### src/rtl/gcd_pkg.sv
// Shared definitions for the GCD start controller: FSM encoding and parameter defaults.
// The watchdog default exists only when GCD_TIMEOUT_EN is defined.
package gcd_pkg;

    localparam int unsigned WIDTH_DEF    = 4;
    localparam int unsigned DB_COUNT_DEF = 50000;
    localparam int unsigned CNT_W_DEF    = 16;
`ifdef GCD_TIMEOUT_EN
    localparam int unsigned TIMEOUT_DEF  = 1024;
`endif

    typedef enum logic [2:0] {
        ST_IDLE    = 3'd0,
        ST_LOAD    = 3'd1,
        ST_START   = 3'd2,
        ST_WAIT    = 3'd3,
        ST_RELEASE = 3'd4
    } state_t;

    // BUSY covers LOAD through WAIT_DONE
    function automatic logic is_busy(input state_t s);
        return (s == ST_LOAD) || (s == ST_START) || (s == ST_WAIT);
    endfunction

endpackage

### src/rtl/btn_debounce.sv
// Push-button front end: 2-flop synchronizer, stability counter, debounced level
// and single-cycle press pulse. A press is only reported once the button has been
// seen released after reset, so a button held through reset does not fire.
module btn_debounce
    import gcd_pkg::*;
#(
    parameter int unsigned DB_COUNT = DB_COUNT_DEF,
    parameter int unsigned CNT_W    = CNT_W_DEF
) (
    input  logic clk,
    input  logic rst_n,
    input  logic btn_i,
    output logic level_o,
    output logic press_c
);

    logic [1:0]       sync_q;
    logic [1:0]       vld_q;
    logic [CNT_W-1:0] cnt_q, cnt_d;
    logic             level_q, level_d;
    logic             level_dly_q;
    logic             armed_q, armed_d;

    // Debounce counter, level toggle and release-seen arming
    always_comb begin
        cnt_d   = cnt_q;
        level_d = level_q;
        if (sync_q[1] == level_q) begin
            cnt_d = '0;
        end else if (cnt_q == CNT_W'(DB_COUNT - 1)) begin
            level_d = ~level_q;
            cnt_d   = '0;
        end else begin
            cnt_d = cnt_q + CNT_W'(1);
        end
        // vld_q marks that the synchronizer holds real samples, not reset zeros
        armed_d = armed_q | (vld_q[1] & ~sync_q[1] & ~level_q);
    end

    // Synchronizer and debounce state registers
    always_ff @(posedge clk or negedge rst_n) begin
        if (!rst_n) begin
            sync_q      <= '0;
            vld_q       <= '0;
            cnt_q       <= '0;
            level_q     <= 1'b0;
            level_dly_q <= 1'b0;
            armed_q     <= 1'b0;
        end else begin
            sync_q      <= {sync_q[0], btn_i};
            vld_q       <= {vld_q[0], 1'b1};
            cnt_q       <= cnt_d;
            level_q     <= level_d;
            level_dly_q <= level_q;
            armed_q     <= armed_d;
        end
    end

    assign level_o = level_q;
    assign press_c = level_q & ~level_dly_q & armed_q;

endmodule

### src/rtl/gcd_start_ctrl.sv
// GCD front end: debounced start button, synchronized operand capture, zero-operand
// rejection and START pulse generation. Define GCD_TIMEOUT_EN to add a WAIT_DONE
// watchdog (TIMEOUT_CYCLES); without it TIMEOUT is tied low.
module gcd_start_ctrl
    import gcd_pkg::*;
#(
    parameter int unsigned WIDTH          = WIDTH_DEF,
    parameter int unsigned DB_COUNT       = DB_COUNT_DEF,
    parameter int unsigned CNT_W          = CNT_W_DEF
`ifdef GCD_TIMEOUT_EN
    ,
    parameter int unsigned TIMEOUT_CYCLES = TIMEOUT_DEF
`endif
) (
    input  logic             CLK,
    input  logic             RESET_N,
    input  logic             BTN_RAW,
    input  logic [WIDTH-1:0] X_IN,
    input  logic [WIDTH-1:0] Y_IN,
    input  logic             DONE_IN,
    output logic [WIDTH-1:0] X_OUT,
    output logic [WIDTH-1:0] Y_OUT,
    output logic             START_OUT,
    output logic             BUSY,
    output logic             ERR_ZERO,
    output logic             TIMEOUT
);

    state_t           state_q, state_d;
    logic [WIDTH-1:0] x_s1_q, x_s2_q, y_s1_q, y_s2_q;
    logic [WIDTH-1:0] x_q, x_d, y_q, y_d;
    logic             start_q, busy_q;
    logic             err_q, err_d;
    logic             first_q;
    logic             db_level;
    logic             press_c;

    btn_debounce #(
        .DB_COUNT (DB_COUNT),
        .CNT_W    (CNT_W)
    ) u_db (
        .clk     (CLK),
        .rst_n   (RESET_N),
        .btn_i   (BTN_RAW),
        .level_o (db_level),
        .press_c (press_c)
    );

`ifdef GCD_TIMEOUT_EN
    localparam int unsigned TO_W = (TIMEOUT_CYCLES > 2) ? $clog2(TIMEOUT_CYCLES) : 1;
    logic [TO_W-1:0] to_cnt_q;
    logic            timeout_q, timeout_d;
`endif

    // Next-state, operand capture and sticky flag updates
    always_comb begin
        state_d = state_q;
        x_d     = x_q;
        y_d     = y_q;
        err_d   = err_q;
`ifdef GCD_TIMEOUT_EN
        timeout_d = timeout_q;
`endif
        case (state_q)
            ST_IDLE: begin
                if (press_c) state_d = ST_LOAD;
            end
            ST_LOAD: begin
                x_d = x_s2_q;
                y_d = y_s2_q;
                if ((x_s2_q == '0) || (y_s2_q == '0)) begin
                    err_d   = 1'b1;
                    state_d = ST_RELEASE;
                end else begin
                    err_d   = 1'b0;
`ifdef GCD_TIMEOUT_EN
                    timeout_d = 1'b0;
`endif
                    state_d = ST_START;
                end
            end
            ST_START: begin
                state_d = ST_WAIT;
            end
            ST_WAIT: begin
                // first WAIT cycle blanks a DONE left over from the previous run
                if (!first_q && DONE_IN) begin
                    state_d = ST_RELEASE;
                end
`ifdef GCD_TIMEOUT_EN
                else if (to_cnt_q == TO_W'(TIMEOUT_CYCLES - 1)) begin
                    timeout_d = 1'b1;
                    state_d   = ST_RELEASE;
                end
`endif
            end
            ST_RELEASE: begin
                if (!db_level) state_d = ST_IDLE;
            end
            default: begin
                state_d = ST_IDLE;
            end
        endcase
    end

    // State, synchronizers and registered Moore outputs
    always_ff @(posedge CLK or negedge RESET_N) begin
        if (!RESET_N) begin
            state_q <= ST_IDLE;
            x_s1_q  <= '0;
            x_s2_q  <= '0;
            y_s1_q  <= '0;
            y_s2_q  <= '0;
            x_q     <= '0;
            y_q     <= '0;
            start_q <= 1'b0;
            busy_q  <= 1'b0;
            err_q   <= 1'b0;
            first_q <= 1'b0;
        end else begin
            state_q <= state_d;
            x_s1_q  <= X_IN;
            x_s2_q  <= x_s1_q;
            y_s1_q  <= Y_IN;
            y_s2_q  <= y_s1_q;
            x_q     <= x_d;
            y_q     <= y_d;
            start_q <= (state_d == ST_START);
            busy_q  <= is_busy(state_d);
            err_q   <= err_d;
            first_q <= (state_q == ST_START);
        end
    end

`ifdef GCD_TIMEOUT_EN
    // Watchdog counter runs only while waiting for DONE
    always_ff @(posedge CLK or negedge RESET_N) begin
        if (!RESET_N) begin
            to_cnt_q  <= '0;
            timeout_q <= 1'b0;
        end else begin
            to_cnt_q  <= (state_q == ST_WAIT) ? to_cnt_q + TO_W'(1) : '0;
            timeout_q <= timeout_d;
        end
    end

    assign TIMEOUT = timeout_q;
`else
    assign TIMEOUT = 1'b0;
`endif

    assign X_OUT     = x_q;
    assign Y_OUT     = y_q;
    assign START_OUT = start_q;
    assign BUSY      = busy_q;
    assign ERR_ZERO  = err_q;

endmodule

### config.mk
export PLATFORM = sky130hd
export DESIGN_NAME = gcd_start_ctrl
export DESIGN_NICKNAME = d
export VERILOG_FILES = /design/src/rtl/gcd_pkg.sv /design/src/rtl/btn_debounce.sv /design/src/rtl/gcd_start_ctrl.sv
export SDC_FILE = /design/constraint.sdc
export NUM_CORES = 1
export LEC_CHECK = 0
export ABC_AREA = 1
export CAP_MARGIN = 20
export CORE_UTILIZATION = 30
export DETAILED_ROUTE_END_ITERATION = 10
export SLEW_MARGIN = 20
export SYNTH_ARGS = -nofsm -noshare
export SYNTH_HDL_FRONTEND = slang
export SYNTH_SLANG_ARGS = --single-unit
### constraint.sdc
create_clock -name CLK -period 2.1 [get_ports CLK]
set_input_delay 0.63 -clock CLK [delete_from_list [all_inputs] [get_ports CLK]]
set_output_delay 0.63 -clock CLK [all_outputs]
set_load 0.01 [all_outputs]
; Yosys cells after proc, flatten, opt, wreduce, memory -nomap -nowiden
; Index checks and enable logic that the tools add are counted.
[classes]
add_sub_neg = 1
n_eq_ne = 9
n_mux = 8
n_bitwise = 9
n_reduce_logical = 9
[ops]
columns = cell, n
row1 = $mux 16, 2
row2 = $add 16x1->16 const B, 1
row3 = $eq 16x16->1 const B, 1
row4 = $pmux 3 s5, 1
row5 = $eq 3x2->1 const B, 4
row6 = $mux 3, 4
row7 = $logic_not 4->1, 2
row8 = $eq 3x1->1 const B, 2
row9 = $and 1x1->1, 4
row10 = $not 1->1, 4
row11 = $eq 3x3->1 const B, 1
row12 = $logic_not 3->1, 1
row13 = $logic_or 1x1->1, 3
row14 = $reduce_and 2->1, 1
row15 = $eq 1x1->1, 1
row16 = $logic_and 1x1->1, 1
row17 = $logic_not 1->1, 1
row18 = $mux 1, 1
row19 = $or 1x1->1, 1
[totals]
reg_bits = 54
input_bits = 12
wordCells = 53

; Longest topological paths before layout
[depth]
word_depth = 8
depth_mapped = 9

; By module
; A second synthesis with hierarchy kept.
[hier_totals]
cells_unflattened = 225
hier_area_um2 = 2167.1
[by_module_without_submodules]
columns = mod, instances, cells_each, area_each_um2, seq_area_each_um2
row1 = btn_debounce, 1, 134, 1122.3, 575.6
row2 = gcd_start_ctrl, 1, 91, 1044.8, 775.7

; Worst setup path before layout
; OpenSTA, ideal clock, no wires.
[synth_path]
kind = register to register
from = reg u_db.cnt_q[0]
to = reg u_db.cnt_q[0]
setup_ns = 0.122
arrival_ns = 1.156
t_required_ns = 1.978
slack_ns = 0.822
path_stages_with_launch = 7
path_cell_list = dfrtp_1 ha_1 nand3_1 nor2_2 nand3_2 nand2_2 nor2_1
[synth_via]
elab_chain_cells = 3
[synth_lines]
columns = item, line
row1 = "start, declared", btn_debounce.sv:19  ; logic [CNT_W-1:0] cnt_q, cnt_d;
row2 = "start signal, assigned", btn_debounce.sv:52  ; cnt_q <= cnt_d;
row3 = $add 16x1->16 / $eq 16x16->1 (equally long branches), "btn_debounce.sv:34, btn_debounce.sv:30"
row4 = $mux 16 *, btn_debounce.sv:30  ; end else if (cnt_q == CNT_W'(DB_COUNT - 1)) begin
row5 = $mux 16 *, btn_debounce.sv:28  ; if (sync_q[1] == level_q) begin
row6 = named net u_db.cnt_d[0], btn_debounce.sv:19
; Mark *: on every way through the listed nets, which the timed path passes. The rest lies on a longest branch.
; A chain may end at the register's enable or synchronous reset.

; Worst setup path after layout
[layout_path]
from = reg x_q[2] (netlist: X_OUT[2])
to = out X_OUT[2]
[layout_rtl]
columns = item, line
row1 = "start, declared", gcd_start_ctrl.sv:31  ; logic [WIDTH-1:0] x_q, x_d, y_q, y_d;
row2 = "start signal, assigned", gcd_start_ctrl.sv:114  ; x_q <= '0;
row3 = "start signal, assigned", gcd_start_ctrl.sv:126  ; x_q <= x_d;
row4 = "end, declared", gcd_start_ctrl.sv:21  ; output logic [WIDTH-1:0] X_OUT,
; No word-level cell between the ends.

==> results by group <==
Outcome
  • Status: completed

Worst setup path
  • Startpoint types: flip-flop
  • Critical path required time: 1.47 ns
  • Critical path's slowest cell: clkdlybuf4s50_1
  • WP buf/inv: 1
  • Crit path kind: flip-flop to output port
  • CP Max Fanout: 2
  • Crit path DAT: between 1 and 1.5 ns
  • CP endpoint kind: output port
  • Cells along the critical path: clkdlybuf4s50_1
  • Crit-path max cell delay: ~0.55 ns
  • Top delay family on crit path: buffers and inverters

Clock network
  • TritonCTS Buffers: 5
  • TritonCTS clock tree: built
  • # clock sinks: 54
  • Clock Latency Late Sink: 0.31 ns
  • Hold Buf Count CTS: 0
  • Total number of H-tree levels: 2
  • Clk root buf: clkbuf_8
  • Post-CTS Setup Inserts: 0
  • Clock transition at the registers of the reported paths: 0.10 ns
  • Clock buffer depth: 2
  • Post-cts gate resize count: 0

Power
  • VDD IR max: approximately 0.35 mV
  • Leakage: around 1.2 nW
  • PD cells: 706 nW/um^2
  • Design Power: approximately 1.9 mW

Synth
  • Ys async rst share: 1.00
  • Synthesized instance count: approximately 240
  • EDFF count, synth: 0
  • Netlist cell types: 22
  • Register area share after synthesis: 0.621
  • Syn Nets: 248
  • Syn avg cell area: 9.26 um^2
  • FF+latch count, synth: 54
  • Primary FF master, synth: dfrtp_1
  • Synth warnings: 0
  • Post-Syn Area: approximately 2200 um^2

Global routing
  • Overall Global Routing Usage: 0.113
  • Initial antenna violation count: 0
  • Largest net degree at the start of global routing: 55
  • Vias in the first global route: approximately 1500
  • First-pass GRT wire length: about 6600 um
  • GRT overflow: 0

Flow run
  • Max-Cap Viols: 0

Place
  • Gp weighted congestion: between 0.8 and 0.9
  • Placed Area: roughly 2500 um^2
  • Port-buffer cells: 22
  • DP HPWL: approximately 2600 um
  • Inst Count DP: between 300 and 400

Finish
  • Post-layout util: 0.382
  • Post-route insts no fill: 360
  • Syn-to-layout area delta: 21.2%
  • Nets: 276
  • Layout cells sized above 1: 0.0833
  • # diodes: 0
  • Post-route cell area: 2640 um^2

Drt
  • Drt via density: approximately 4.1
  • Initial DRC count: between 100 and 150
  • TritonRoute pass-1 iters: 4
  • Avg WL per Cell: 10.1 um
  • Detailed-route via count: 1475
  • Post-Route WL: approximately 3600 um
  • DRC viols: 0
  • Antenna viol nets, final: 0

STA
  • Setup Total Neg Slack: 0 ns
  • Final hold vios: 0
  • RSZ-0062 raised after global routing: false
  • Slew Limit Fails: 0
  • Fin Clk Skew: approximately 0.0057 ns
  • Fmax: around 540 MHz
  • Final setup violating endpoints: 0
  • Min Tclk post-route: approximately 1.9 ns
  • Period utilization: 0.887

Die
  • Io pins: 24
  • Die area: about 7600 um^2
  • Initial Util: 0.315
  • Core area: around 6900 um^2
  • Row cnt: 30
  • Die X-Extent: just under 90 um
  • Die height: 87.2 um

Hold path
  • Hold Path Class: input port to async pin
==> placed cells by master (no fill, tap or decap), types with 5 or more instances in the layout <==
master           netlist  layout
nor2_2                 5       5
nand2_1               52      52
dfrtp_1               54      54
xor2_1                 5       5
o21ai_0               10      10
clkdlybuf4s50_1        0      21
nand3_1               14      14
nor2_1                36      36
clkbuf_8               0       5
inv_1                 32      32
==> per-stage QoR <==
stage | setup slack (ns) | hold slack (ns)
after floorplan | 0.822 | 0.331
after global placement | 0.449 | 0.334
after detailed placement | 0.420 | 0.335
after CTS | 0.228 | 0.302
after global routing | 0.205 | 0.317
final | 0.238 | 0.286
==> sequential cells by signal, summed over array words and instances, names as in the netlist <==
name and flops:
u_db.sync_q 2, u_db.armed_q 1, Y_OUT 4, u_db.vld_q 2, x_s1_q 4, START_OUT 1
u_db.level_o 1, y_s1_q 4, first_q 1, u_db.cnt_q 16, ERR_ZERO 1, y_s2_q 4
x_s2_q 4, u_db.level_dly_q 1, state_q 3, X_OUT 4, BUSY 1
==> worst paths after layout <==
check                               from        endpoint  slack (ns)  depth (start not counted)
setup / recovery                X_OUT[2]        X_OUT[2]        0.24                          1
max in group asynchronous        RESET_N  u_db.cnt_q[13]        1.58                          2
min in group CLK           u_db.vld_q[0]   u_db.vld_q[1]        0.35                          0
hold / removal                   RESET_N        X_OUT[3]        0.29                          2
hold reg to reg            u_db.vld_q[0]   u_db.vld_q[1]        0.35                          0
setup reg to reg           u_db.cnt_q[0]   u_db.cnt_q[0]        0.61                          6
==> where the power goes <==
group / total, mW / internal [mW] / switching [mW] / leakage (nW)
combinational: 0.0694 / 0.0294 / 0.0400 / 0.491
clock: 0.720 / 0.363 / 0.356 / 0.0563
sequential: 1.07 / 1.06 / 0.0104 / 0.700
total: 1.86 / 1.46 / 0.407 / 1.25
==> kinds of logic after synthesis <==
group,count (synthesis),synth area share
other,2,0.00345
buffers and inverters,34,0.0610
AND/OR/NAND/NOR,123,0.249
XOR/XNOR,6,0.0242
AO/OA/AOI/OAI,15,0.0357
adder cells (fa/ha/maj),1,0.00575
flip-flops,54,0.621
==> per-layer routing <==
layer  vias up  track usage  part of all wire  wire length, um
met3         6       0.0256             0.023               83
li1        776            -                 -                -
met5         -            0                 0                0
met4         0       0.0537             0.025               90
met1       677        0.145              0.50             1820
met2        16        0.183              0.45             1630
==> layout make-up <==
cell class / count / area (um^2)
sequential: 54 / 1350
clock inverter: 3 / 48.8
timing repair buffer: 23 / 235
inverter: 32 / 120
fill: 695 / 4270
clock buffer: 5 / 68.8
multi-input combinational: 147 / 692
tap: 96 / 120
==> cells in the mapped netlist (2+ instances only) <==
library cell   n  area, um^2
dfrtp_1       54        1350
nand2_1       52         195
nor2_1        36         135
inv_1         32         120
nand3_1       14        70.1
o21ai_0       10        50.1
nor2_2         5        31.3
xor2_1         5        43.8
nand2_2        4        25.0
nand4_1        4        25.0
nor3_1         4        20.0
a21oi_1        3        15.0
conb_1         2        7.51
nand3_2        2        20.0
(Power assumes the default switching activity.)
